`config.mk`:
```
export PLATFORM = sky130hd
export DESIGN_NAME = unidade_controle_jogo
export DESIGN_NICKNAME = d
export VERILOG_FILES = /design/src/rtl/unidade_controle_jogo.sv
export SDC_FILE = /design/constraint.sdc
export NUM_CORES = 1
export LEC_CHECK = 0
export ABC_AREA = 1
export BUFFER_PORTS_ARGS = -buffer_cell sky130_fd_sc_hd__buf_2
export CAP_MARGIN = 20
export CORE_ASPECT_RATIO = 2
export CORE_UTILIZATION = 30
export CTS_CLUSTER_DIAMETER = 30
export CTS_CLUSTER_SIZE = 40
export DETAILED_ROUTE_END_ITERATION = 7
export GPL_ROUTABILITY_DRIVEN = 0
export HOLD_SLACK_MARGIN = 0.06
export PLACE_DENSITY_LB_ADDON = 0.2
export SLEW_MARGIN = 20
export SYNTH_ARGS = -nofsm -noshare
export SYNTH_HDL_FRONTEND = slang
export SYNTH_SLANG_ARGS = --single-unit
```
`constraint.sdc`:
```
create_clock -name clock -period 1.36 [get_ports clock]
set_input_delay 0.204 -clock clock [delete_from_list [all_inputs] [get_ports clock]]
set_output_delay 0.204 -clock clock [all_outputs]
set_load 0.02 [all_outputs]
```
`src/rtl/unidade_controle_jogo.sv`:
```
// ============================================================================
// unidade_controle_jogo : Moore FSM sequencing the memory-game datapath
// Revision 1.0
// ============================================================================
`default_nettype none

module unidade_controle_jogo #(
  parameter int T_EXIBE = 1000
) (
  input  logic       clock,
  input  logic       reset,
  input  logic       iniciar,
  input  logic       fimS,
  input  logic       tem_jogada,
  input  logic       acertouJogada,
  input  logic       timeout,
  output logic       zeraT,
  output logic       zeraS,
  output logic       contaS,
  output logic       zeraR,
  output logic       registraR,
  output logic       zeraA,
  output logic       registraA,
  output logic       zeraL,
  output logic       registraL,
  output logic       pronto,
  output logic       ganhou,
  output logic       perdeu,
  output logic [3:0] db_estado
);

  localparam int CW = $clog2(T_EXIBE) + 1;

  typedef enum logic [3:0] {
    ST_INICIAL      = 4'h0,
    ST_PREPARACAO   = 4'h1,
    ST_BUSCA        = 4'h2,
    ST_MOSTRA       = 4'h3,
    ST_EXIBE        = 4'h4,
    ST_APAGA        = 4'h5,
    ST_ESPERA       = 4'h6,
    ST_REGISTRA     = 4'h7,
    ST_COMPARACAO   = 4'h8,
    ST_PROXIMA      = 4'h9,
    ST_GANHOU       = 4'hA,
    ST_PERDEU_ERRO  = 4'hB,
    ST_PERDEU_TEMPO = 4'hC
  } estado_t;

  estado_t         estado_q, estado_d;
  logic [CW-1:0]   cnt_q, cnt_d;

  always_ff @(posedge clock) begin
    if (reset) begin
      estado_q <= ST_INICIAL;
      cnt_q    <= '0;
    end else begin
      estado_q <= estado_d;
      cnt_q    <= cnt_d;
    end
  end

  always_comb begin
    estado_d = estado_q;
    cnt_d    = cnt_q;
    case (estado_q)
      ST_INICIAL:    if (iniciar) estado_d = ST_PREPARACAO;
      ST_PREPARACAO: estado_d = ST_BUSCA;
      ST_BUSCA:      estado_d = ST_MOSTRA;
      ST_MOSTRA: begin
        estado_d = ST_EXIBE;
        cnt_d    = '0;
      end
      ST_EXIBE: begin
        cnt_d = cnt_q + CW'(1);
        if (cnt_q == CW'(T_EXIBE - 1)) estado_d = ST_APAGA;
      end
      ST_APAGA:      estado_d = ST_ESPERA;
      // A press in the same cycle as the timeout still counts as a reply.
      ST_ESPERA: begin
        if (tem_jogada)   estado_d = ST_REGISTRA;
        else if (timeout) estado_d = ST_PERDEU_TEMPO;
      end
      ST_REGISTRA:   estado_d = ST_COMPARACAO;
      ST_COMPARACAO: begin
        if (!acertouJogada) estado_d = ST_PERDEU_ERRO;
        else if (fimS)      estado_d = ST_GANHOU;
        else                estado_d = ST_PROXIMA;
      end
      ST_PROXIMA:    estado_d = ST_BUSCA;
      ST_GANHOU, ST_PERDEU_ERRO, ST_PERDEU_TEMPO:
        if (iniciar) estado_d = ST_PREPARACAO;
      default:       estado_d = ST_INICIAL;
    endcase
  end

  always_comb begin
    zeraT     = 1'b0;
    zeraS     = 1'b0;
    contaS    = 1'b0;
    zeraR     = 1'b0;
    registraR = 1'b0;
    zeraA     = 1'b0;
    registraA = 1'b0;
    zeraL     = 1'b0;
    registraL = 1'b0;
    pronto    = 1'b0;
    ganhou    = 1'b0;
    perdeu    = 1'b0;
    case (estado_q)
      ST_PREPARACAO: begin
        zeraS = 1'b1;
        zeraR = 1'b1;
        zeraA = 1'b1;
        zeraL = 1'b1;
        zeraT = 1'b1;
      end
      ST_MOSTRA: begin
        registraL = 1'b1;
        zeraR     = 1'b1;
      end
      ST_APAGA: begin
        zeraL = 1'b1;
        zeraT = 1'b1;
      end
      ST_REGISTRA: registraR = 1'b1;
      ST_PROXIMA: begin
        contaS    = 1'b1;
        registraA = 1'b1;
      end
      ST_GANHOU: begin
        pronto = 1'b1;
        ganhou = 1'b1;
      end
      ST_PERDEU_ERRO, ST_PERDEU_TEMPO: begin
        pronto = 1'b1;
        perdeu = 1'b1;
      end
      default: ;
    endcase
  end

  assign db_estado = estado_q;

endmodule

`default_nettype wire

```
==> flow_metrics.env <==
export IMPL_outcome="complete, but fails checks"
export IMPL_violations="negative setup slack"
export IMPL_wire_per_inst_um=13.3
export IMPL_critical_path_arrival_ps=1210
export IMPL_min_path_cells=2
export IMPL_core_um2=3190
export IMPL_async_reset_ff_share_pct=0
export IMPL_power_leakage_nw=0.688
export IMPL_synth_edf_count=0
export IMPL_endpoint_kind="output port"
export IMPL_ir_drop_v=0.000820
export IMPL_ys_ff_latch=15
export IMPL_syn_area_um2=1020
export IMPL_ys_top_cells_by_count="36 x nand2_1, 31 x nor2_1, 25 x inv_1"
export IMPL_drcViolationCount=0
export IMPL_finalMaxSlewViolations=0
export IMPL_synth_cells=170
export IMPL_synth_yosys_warnings=0
export IMPL_powerDensity_nw_per_um2=1800
export IMPL_rsz0062_at_grt="yes"
export IMPL_pre_cts_slack_ps=-68.1
export IMPL_synth_flop_cell="dfxtp_1"
export IMPL_fmax_mhz=706
export IMPL_dieArea_um2=3650
export IMPL_area_delta_synth_final_pct=49.8
export IMPL_ios=23
export IMPL_clkSlewWorstSetupHoldPaths_ps=60
export IMPL_htree_levels=1
export IMPL_grt_remaining_overflow=0
export IMPL_required_ps=1160
export IMPL_antenna_found_initial=0
export IMPL_antenna_left=0
export IMPL_grt_pass1_wl_um=5150
export IMPL_sw_frac_of_total_pct=48.0
export IMPL_power_frac_clock_pct=13.1
export IMPL_synthTopCellsByArea="dfxtp_1 29%, nand2_1 13%, nor2_1 11%"
export IMPL_fin_util_pct=47.9
export IMPL_die_h_um=84.5
export IMPL_vias=1235
export IMPL_setup_viol=8
export IMPL_grt_start_max_net_pins=12
export IMPL_period_needed_ps=1420
export IMPL_p_sw_mw=1.32
export IMPL_criticalPathCategory="register to output port"
export IMPL_antennaDiodeCount=0
export IMPL_nNetsFinal=216
export IMPL_hpwlAfterDp_um=2440
export IMPL_portBuffers=22
export IMPL_finalHoldViolCount=0
export IMPL_grt_pass1_vias=1224
export IMPL_total_power_mw=2.75
export IMPL_clk_latency_ps=250
export IMPL_viasPerCell=5.19
export IMPL_post_route_cells_drive_above_1_share_pct=47.8
export IMPL_clockBufferDepth=2
export IMPL_postLayoutSetupSlackWorst_ps=-56.4
export IMPL_ctsHoldBuffers=0
export IMPL_ys_seq_area_share_pct=29.4
export IMPL_period_share_pct=104
export IMPL_initial_utilization_pct=32.0
export IMPL_pwr_share_comb_pct=62.5
export IMPL_dr_first_iter_drc_count=24
export IMPL_yosysTopAreaCell="dfxtp_1"
export IMPL_cp_start_kind="register"
export IMPL_die_w_um=43.3
export IMPL_grt_use_total_pct=18.2
export IMPL_numCtsBuffers=3
export IMPL_synth_net_count=178
export IMPL_r2r_cells=9
export IMPL_slew_headroom_pct=78.4
export IMPL_wl_um=3160
export IMPL_firstDrtPassIters=4
export IMPL_cts_sinks=15
export IMPL_seqPwrFrac_pct=24.4
export IMPL_yosysMostFrequentCell="nand2_1"
export IMPL_tightest_slew_ps=324
export IMPL_path_max_fanout=7
export IMPL_internal_power_mw=1.43
export IMPL_synth_top_cell_area_share_pct=29.4
export IMPL_skew_ps=1.20
export IMPL_maxCapViolCount=0
export IMPL_hp_class="input port to register"
export IMPL_root_buffer="clkbuf_8"
export IMPL_synth_distinct_cells=27
export IMPL_syn_area_per_cell_um2=6.01
export IMPL_cts_tree="built"
export IMPL_rows=29
stage by stage:
stage                     hold slack, ps  std cells  TNS, ps  instance area (um2)
after floorplan                      273        170        0                 1040
after global placement               452        229    -90.2                 1230
after detailed placement             451        229     -171                 1230
after CTS                            199        236     -382                 1420
after global routing                 199        238    -1210                 1530
final                                195        238     -166                 1530
cells in the final DEF (no fill, tap or decap), types with 4 or more instances in the layout:
cell     Yosys  final
a21oi_1      9      9
buf_2        0     10
buf_4        3     22
buf_6        1      6
dfxtp_1     15      9
dfxtp_4      0      4
inv_1       25     15
inv_2        2      9
nand2_1     36     30
nand2_2      4      7
nand3_1     10      6
nand3_2      1      5
nor2_1      31     16
nor2_2       5     11
nor2_4       1     10
nor3_1       5      5
o21ai_0      9      8
state kept, by name, indices dropped and copies added, names as in the netlist:
| signal | count |
|---|---|
| db_estado | 4 |
| cnt_q | 11 |
cell families (layout without fill, tap and decap cells):
group | count (synthesis) | count (layout) | synth area share (%)
DFF | 15 | 15 | 29.4
AOI/OAI and AO/OA | 25 | 25 | 13.5
buffers and inverters | 33 | 70 | 14.0
adders and majority gates | 1 | 1 | 1.23
and+or+nand+nor | 96 | 96 | 41.9
worst paths after layout:
check             slack, ps                      start                endpoint
setup / recovery        -60  db_estado[3]$_SDFFE_PP0P_                  pronto
hold / removal          200                      reset   cnt_q[1]$_SDFFE_PP0P_
setup reg to reg          0      cnt_q[0]$_SDFFE_PP0P_   cnt_q[8]$_SDFFE_PP0P_
hold reg to reg         470     cnt_q[10]$_SDFFE_PP0P_  cnt_q[10]$_SDFFE_PP0P_
repair_timing:
item	4_1_cts	5_1_grt
cloned	0	0
setup endpoints to repair	21	25
resized for setup	43	33
buffers inserted	3	3
pin swaps	7	8
critical path: stages (launching register included):
cell and delay (ps):
dfxtp_4 420, nand2_2 110, nor2_4 140, nor2_4 50, o21ai_1 80, buf_4 160
per-layer routing:
| metal | wire (um) | share of wire (%) | global-route usage, % | up-vias |
|---|---|---|---|---|
| li1 | - | - | - | 601 |
| met1 | 986 | 31 | 15.4 | 581 |
| met2 | 2000 | 63 | 38.3 | 42 |
| met3 | 93 | 2.9 | 2.80 | 11 |
| met4 | 83 | 2.6 | 6.34 | 0 |
| met5 | 0 | 0 | 0 | - |
cell type report:
cell class	count	area (um2)
Tap cell	31	38.8
Sequential cell	15	318
Inverter	28	118
Timing Repair Buffer	38	283
Fill cell	328	1660
Multi-Input combinational cell	122	727
Clock buffer	4	45.0
power groups by stage:
stage / Combinational [mW] / Sequential, mW / Clock, mW
finish: 1.72 / 0.671 / 0.360
global placement: 1.27 / 0.600 / 0
global route: 1.89 / 0.685 / 0.403
CTS: 1.51 / 0.637 / 0.376
detailed placement: 1.28 / 0.603 / 0
floorplan: 0.869 / 0.652 / 0
Note: power is estimated with default switching activity, not from simulation.
